===== src/rtl/kmeans_adder_sched_if.sv =====
// Requester and adder-side signals of the shared-adder scheduler.
// slave is the scheduler's view; master is the view of whatever drives it (requesters + adder).
interface kmeans_adder_sched_if #(
  parameter int NREQ = 4,
  parameter int DW   = 32
);
  logic [NREQ-1:0]         req_valid;
  logic [NREQ-1:0][DW-1:0] req_a;
  logic [NREQ-1:0][DW-1:0] req_b;
  logic [NREQ-1:0]         req_ready;
  logic [NREQ-1:0]         rsp_valid;
  logic [DW-1:0]           rsp_z;
  logic                    clear;
  logic                    busy;
  logic [31:0]             op_count;
  logic [DW-1:0]           add_a;
  logic [DW-1:0]           add_b;
  logic                    add_a_stb;
  logic                    add_b_stb;
  logic                    add_a_ack;
  logic                    add_b_ack;
  logic [DW-1:0]           add_z;
  logic                    add_z_stb;
  logic                    add_z_ack;

  modport slave (
    input  req_valid, req_a, req_b, clear, add_a_ack, add_b_ack, add_z, add_z_stb,
    output req_ready, rsp_valid, rsp_z, busy, op_count, add_a, add_b,
           add_a_stb, add_b_stb, add_z_ack
  );

  modport master (
    output req_valid, req_a, req_b, clear, add_a_ack, add_b_ack, add_z, add_z_stb,
    input  req_ready, rsp_valid, rsp_z, busy, op_count, add_a, add_b,
           add_a_stb, add_b_stb, add_z_ack
  );
endinterface


===== src/rtl/kmeans_adder_sched.sv =====
// Round-robin scheduler sharing one stb/ack float adder among NREQ requesters.
// One operation in flight; each sum is routed back to the requester that issued it.
module kmeans_adder_sched #(
  parameter int NREQ = 4,
  parameter int DW   = 32
) (
  input logic                  clk,
  input logic                  rstnn,
  kmeans_adder_sched_if.slave  bus
);
  localparam int IW = (NREQ > 1) ? $clog2(NREQ) : 1;
  localparam int SW = IW + 1;
  localparam logic [NREQ-1:0] ONE = NREQ'(1);

  typedef enum logic [1:0] {IDLE, ISSUE, WAIT} state_t;

  state_t        state, state_nxt;
  logic [IW-1:0] ptr, id, gnt_id, ptr_base;
  logic [SW-1:0] sum;
  logic          gnt, found, a_taken, b_taken;

  always_ff @(posedge clk or negedge rstnn) begin
    if (!rstnn) state <= IDLE;
    else        state <= state_nxt;
  end

  always_comb begin
    state_nxt = state;
    unique case (state)
      IDLE:    if (gnt) state_nxt = ISSUE;
      ISSUE:   if (a_taken && b_taken) state_nxt = WAIT;
      WAIT:    if (bus.add_z_stb) state_nxt = IDLE;
      default: state_nxt = IDLE;
    endcase
  end

  // Arbitration: a same-cycle clear restarts the search from 0.
  // Scanning high-to-low leaves the first valid index at/after ptr_base.
  always_comb begin
    sum      = '0;
    found    = 1'b0;
    gnt_id   = '0;
    ptr_base = bus.clear ? '0 : ptr;
    for (int k = NREQ - 1; k >= 0; k--) begin
      sum = {1'b0, ptr_base} + SW'(k);
      if (sum >= SW'(NREQ)) sum = sum - SW'(NREQ);
      if (bus.req_valid[sum[IW-1:0]]) begin
        found  = 1'b1;
        gnt_id = sum[IW-1:0];
      end
    end
    gnt      = found && (state == IDLE);
    a_taken  = !bus.add_a_stb || bus.add_a_ack;
    b_taken  = !bus.add_b_stb || bus.add_b_ack;
    bus.busy = (state != IDLE);
  end

  always_ff @(posedge clk or negedge rstnn) begin
    if (!rstnn) begin
      ptr           <= '0;
      id            <= '0;
      bus.add_a     <= '0;
      bus.add_b     <= '0;
      bus.add_a_stb <= 1'b0;
      bus.add_b_stb <= 1'b0;
      bus.add_z_ack <= 1'b0;
      bus.req_ready <= '0;
      bus.rsp_valid <= '0;
      bus.rsp_z     <= '0;
      bus.op_count  <= '0;
    end else begin
      bus.req_ready <= '0;
      bus.rsp_valid <= '0;
      unique case (state)
        IDLE: begin
          if (bus.clear) begin
            ptr          <= '0;
            bus.op_count <= '0;
          end
          if (gnt) begin
            bus.add_a     <= bus.req_a[gnt_id];
            bus.add_b     <= bus.req_b[gnt_id];
            id            <= gnt_id;
            bus.req_ready <= ONE << gnt_id;
            bus.add_a_stb <= 1'b1;
            bus.add_b_stb <= 1'b1;
            ptr           <= (gnt_id == IW'(NREQ - 1)) ? '0 : gnt_id + 1'b1;
          end
        end
        ISSUE: begin
          if (bus.add_a_stb && bus.add_a_ack) bus.add_a_stb <= 1'b0;
          if (bus.add_b_stb && bus.add_b_ack) bus.add_b_stb <= 1'b0;
          if (a_taken && b_taken) bus.add_z_ack <= 1'b1;
        end
        WAIT: begin
          if (bus.add_z_stb) begin
            bus.rsp_z     <= bus.add_z;
            bus.rsp_valid <= ONE << id;
            bus.add_z_ack <= 1'b0;
            bus.op_count  <= bus.op_count + 32'd1;
          end
        end
        default: ;
      endcase
    end
  end
endmodule


===== src/flat_wrapper.sv =====
// flat-port wrapper written by rule: the top's interface ports become plain ports
module kmeans_adder_sched_flat 
#(
  parameter int NREQ = 4,
  parameter int DW   = 32
)
  (clk, rstnn, bus_req_valid, bus_req_a, bus_req_b, bus_clear, bus_add_a_ack, bus_add_b_ack, bus_add_z, bus_add_z_stb, bus_req_ready, bus_rsp_valid, bus_rsp_z, bus_busy, bus_op_count, bus_add_a, bus_add_b, bus_add_a_stb, bus_add_b_stb, bus_add_z_ack);
  kmeans_adder_sched_if #(.NREQ(NREQ), .DW(DW)) bus_i ();
  input logic clk;
  input logic rstnn;
  input wire logic [$bits(bus_i.req_valid)-1:0] bus_req_valid;
  input wire logic [$bits(bus_i.req_a)-1:0] bus_req_a;
  input wire logic [$bits(bus_i.req_b)-1:0] bus_req_b;
  input wire logic [$bits(bus_i.clear)-1:0] bus_clear;
  input wire logic [$bits(bus_i.add_a_ack)-1:0] bus_add_a_ack;
  input wire logic [$bits(bus_i.add_b_ack)-1:0] bus_add_b_ack;
  input wire logic [$bits(bus_i.add_z)-1:0] bus_add_z;
  input wire logic [$bits(bus_i.add_z_stb)-1:0] bus_add_z_stb;
  output wire logic [$bits(bus_i.req_ready)-1:0] bus_req_ready;
  output wire logic [$bits(bus_i.rsp_valid)-1:0] bus_rsp_valid;
  output wire logic [$bits(bus_i.rsp_z)-1:0] bus_rsp_z;
  output wire logic [$bits(bus_i.busy)-1:0] bus_busy;
  output wire logic [$bits(bus_i.op_count)-1:0] bus_op_count;
  output wire logic [$bits(bus_i.add_a)-1:0] bus_add_a;
  output wire logic [$bits(bus_i.add_b)-1:0] bus_add_b;
  output wire logic [$bits(bus_i.add_a_stb)-1:0] bus_add_a_stb;
  output wire logic [$bits(bus_i.add_b_stb)-1:0] bus_add_b_stb;
  output wire logic [$bits(bus_i.add_z_ack)-1:0] bus_add_z_ack;
  assign bus_i.req_valid = bus_req_valid;
  assign bus_i.req_a = bus_req_a;
  assign bus_i.req_b = bus_req_b;
  assign bus_i.clear = bus_clear;
  assign bus_i.add_a_ack = bus_add_a_ack;
  assign bus_i.add_b_ack = bus_add_b_ack;
  assign bus_i.add_z = bus_add_z;
  assign bus_i.add_z_stb = bus_add_z_stb;
  assign bus_req_ready = bus_i.req_ready;
  assign bus_rsp_valid = bus_i.rsp_valid;
  assign bus_rsp_z = bus_i.rsp_z;
  assign bus_busy = bus_i.busy;
  assign bus_op_count = bus_i.op_count;
  assign bus_add_a = bus_i.add_a;
  assign bus_add_b = bus_i.add_b;
  assign bus_add_a_stb = bus_i.add_a_stb;
  assign bus_add_b_stb = bus_i.add_b_stb;
  assign bus_add_z_ack = bus_i.add_z_ack;
  kmeans_adder_sched #(.NREQ(NREQ), .DW(DW)) u_core (.clk(clk), .rstnn(rstnn), .bus(bus_i));
endmodule

===== config.mk =====
export PLATFORM = sky130hd
export DESIGN_NAME = kmeans_adder_sched_flat
export DESIGN_NICKNAME = d
export VERILOG_FILES = /design/src/rtl/kmeans_adder_sched_if.sv /design/src/rtl/kmeans_adder_sched.sv /design/src/flat_wrapper.sv
export SDC_FILE = /design/constraint.sdc
export NUM_CORES = 1
export LEC_CHECK = 0
export ABC_AREA = 0
export BUFFER_PORTS_ARGS = -buffer_cell sky130_fd_sc_hd__clkbuf_2
export CAP_MARGIN = 10
export CORE_AREA = 2 2 172 174
export DETAILED_ROUTE_END_ITERATION = 6
export DIE_AREA = 0 0 174 176
export PLACE_DENSITY = 0.66
export SYNTH_ARGS = -nofsm -noshare
export SYNTH_HDL_FRONTEND = slang
export SYNTH_SLANG_ARGS = --single-unit

===== constraint.sdc =====
create_clock -name clk -period 5.25 [get_ports clk]
set_input_delay 0.7875 -clock clk [delete_from_list [all_inputs] [get_ports clk]]
set_output_delay 0.7875 -clock clk [all_outputs]
set_load 0.005 [all_outputs]

==> PnR_summary.wiki <==
{| class="wikitable"
! Metric !! Value
|-
| Status || completed
|-
| Arrival time worst endpoint || 3.72 ns
|-
| Post-DRT Antenna Nets || 0
|-
| Syn-to-layout area delta || 37.5%
|-
| Average cell area after synthesis || between 8 and 9 µm²
|-
| Total of max-cap violations || 0
|-
| Power density over the cells || 475 nW/µm²
|-
| Top cell types by occurrence after synthesis || nand2_1 (219), dfrtp_1 (145), nor2_1 (99), mux2i_1 (92), clkbuf_1 (43)
|-
| Drt via density || 4.80
|-
| Number of DRC violations after detailed routing || 0
|-
| Pin count of the biggest net entering global routing || 86
|-
| Total Routed Length || 28,400 µm
|-
| Post-synthesis instance total || 916
|-
| Critical Setup Path Class || reg -> reg
|-
| Effective utilization at floorplan || 0.288
|-
| Cell family contributing the most delay on the critical path || buffers and inverters
|-
| Slowest CP cell || clkinv_2
|-
| CTS tree || done
|-
| Setup TNS || 0 ns
|-
| Net count, final || 1,617
|-
| Vias in the first global route || between 8,000 and 9,000
|-
| Peak fanout along the critical path || 36
|-
| Cell area after placement || 10,700 µm²
|-
| DR vias || slightly above 8,000
|-
| Endpoint type of the worst setup path || flop
|-
| Max IR drop VDD || 0.000246 V
|-
| Post-cts sizing count || 0
|-
| CTS H-tree depth || 4
|-
| Final global-route overflow total || 0
|-
| Final core utilization || 0.396
|-
| Clock Skew || 0.0149 ns
|-
| Rel. slew slack || 0.212
|-
| Post-Synthesis Cell Area || a little over 8000 µm²
|-
| Register clock-pin slew on the reported worst setup and hold paths || 0.07 ns
|-
| Die H || 176 µm
|-
| Top_reg_cell synth || dfrtp_1
|-
| Fraction of layout instances using a drive strength above 1 || 0.394
|-
| Placeable core region || roughly 29,000 µm²
|-
| Portion of the clock cycle consumed by the worst path in the final layout || 0.654
|-
| Clock latency of the later-clocked register in the worst-skew pair || 0.41 ns
|-
| Maximum root-to-sink buffer count || 2
|-
| Pleak || 0.00567 µW
|-
| Final RePlAce weighted congestion || 0.848
|-
| Wire length of the first global-routing pass || 43,700 µm
|-
| Yosys warning total || 0
|-
| Total half-perimeter wirelength after legalization and detailed placement || 21,400 µm
|-
| Number of port buffers || between 400 and 500
|-
| Library cell with the largest summed area after synthesis || dfrtp_1
|-
| Max incr delay on CP || 0.63 ns
|-
| GR Util All Layers || 0.181
|-
| RSZ-0062 raised after global routing || false
|-
| Worst-Margin Slew || 1.18 ns
|-
| Inserted Clock Buffers || 17
|-
| X dimension of the die || 174 µm
|-
| Proportion of netlist area held by the largest area contributor || 0.442
|-
| Antenna violations before repair || 4
|-
| Startpoint Class || flop
|-
| # Post-CTS Setup Buffers || 0
|-
| Maximum achievable frequency || 0.291 GHz
|-
| Number of storage elements in the synthesis netlist || 145
|-
| Post-DR wirelength/cell || 16.5 µm
|-
| Number of different library cells in the post-synthesis netlist || 50
|-
| Count of final hold-check violations || 0
|-
| Count of placed standard cells including taps || between 1,500 and 2,000
|-
| Worst path required time || 5.54 ns
|-
| Design area || 11,300 µm²
|-
| Min Clock Period, post-route || 3.43 ns
|-
| Max-slew violations || 0
|-
| Area contributors post-synth || dfrtp_1 (44%), mux2i_1 (11%), nand2_1 (10%), mux2_2 (4.9%), nor2_1 (4.5%)
|-
| Portion of the post-synthesis area used by sequential elements || 0.442
|-
| # clock sinks || about 150
|-
| Number of violations reported at the end of detailed-routing iteration 0 || ~450
|-
| Series of cell instances along the critical path || nor2b_1, a32oi_1, a221oi_1, or2_4, clkinv_2, buf_12, mux2i_1, a221o_1
|-
| Clock root buffer master || clkbuf_16
|-
| Number of enable flip-flop cells after synthesis || 0
|-
| Hold slack || 0.263 ns
|-
| Final instance count without filler cells || 1,716
|-
| Setup violations, final || 0
|-
| Initial DRT Pass Iterations || 5
|-
| Most common cell in the synthesized netlist || nand2_1
|-
| Crit path buffers/inverters || 2
|-
| Total Die Area || roughly 31,000 µm²
|-
| Fraction of registers with async set or reset after synthesis || 1.00
|-
| Number of hold-repair buffers added at the cts stage || 0
|-
| Syn_nets || 1,216
|-
| Worst hold path class || in -> async
|-
| Number of ports placed on the die boundary || 438
|-
| Number of cell rows || 62
|}
## cell families (layout without fill, tap and decap cells)
logic type,Yosys count,count (layout),share of synthesized area
compound gates,131,131,0.118
xor+xnor,24,24,0.0256
fa+ha+maj,2,2,0.00305
buf+inv,84,497,0.0428
flops,145,145,0.442
mux,130,130,0.164
other cells,0,3,0
simple gates,400,400,0.204
## final cells by class
class | instances | area (µm²)
flip-flops and latches | 145 | 3630
fillers | 2977 | 17200
diodes | 3 | 7.51
clock inverters | 14 | 145
repair buffers | 447 | 2280
well taps | 384 | 480
inverters | 19 | 72.6
clock buffers | 17 | 425
multi-input cells | 687 | 4260
## path summary, 6_finish.rpt
check | cells after the start | slack (ns) | end | startpoint
min in group clk | 2 | 0.47 | u_core.bus.rsp_z[21]$_DFFE_PN0P_ | u_core.bus.rsp_z[21]$_DFFE_PN0P_
max in group asynchronous | 2 | 3.83 | u_core.bus.add_a[16]$_DFFE_PN0P_ | rstnn
min reg2reg | 2 | 0.47 | u_core.bus.rsp_z[21]$_DFFE_PN0P_ | u_core.bus.rsp_z[21]$_DFFE_PN0P_
max | 8 | 1.82 | u_core.bus.add_a[1]$_DFFE_PN0P_ | u_core.ptr[0]$_DFFE_PN0P_
max reg2reg | 8 | 1.82 | u_core.bus.add_a[1]$_DFFE_PN0P_ | u_core.ptr[0]$_DFFE_PN0P_
min | 1 | 0.26 | u_core.bus.op_count[15]$_DFFE_PN0P_ | rstnn
## per-layer routing
metal  GRT usage  part of all wire
met1       0.228              0.43
met5           0                 0
met2       0.312              0.50
met3      0.0394             0.063
met4      0.0536             0.012
## state kept, by name, indices dropped and copies added, names as in the netlist
register and cells:
u_core.bus.add_a 32, u_core.bus.add_b 32, u_core.bus.op_count 32, u_core.bus.rsp_z 32, u_core.bus.req_ready 4, u_core.bus.rsp_valid 4
u_core.id 2, u_core.ptr 2, u_core.state 2, u_core.bus.add_a_stb 1, u_core.bus.add_b_stb 1, u_core.bus.add_z_ack 1
## stage by stage
step / total power [µW] / setup slack [ns]
finish: 5360 / 1.82
global route: 5770 / 1.50
CTS: 5460 / 1.82
detailed placement: 4200 / 1.47
global placement: 4150 / 1.52
floorplan: 3250 / 2.46
## where the power goes
part	leakage, µW	internal (µW)	switching, µW
sequential	0.00182	1530	291
combinational	0.00359	1060	1270
clock	0.000265	668	555
total	0.00567	3250	2110
## cell usage in the layout, fill, tap and decap left out, drive strengths merged, types with 3 or more instances in the layout
cell type and count:
inv 26, nand3 35, or3 6, nor4 4, mux2 38, and3 3, clkbuf 453, and2 3
o21ai 42, o32a 26, nand2 219, xnor2 13, a221o 16, nand4 9, o211ai 24, nor2b 4
nor3 8, dfrtp 145, nor2 99, buf 11, xor2 11, clkinvlp 5, mux2i 92, a21oi 8
diode 3
Note: power is estimated with default switching activity, not from simulation.
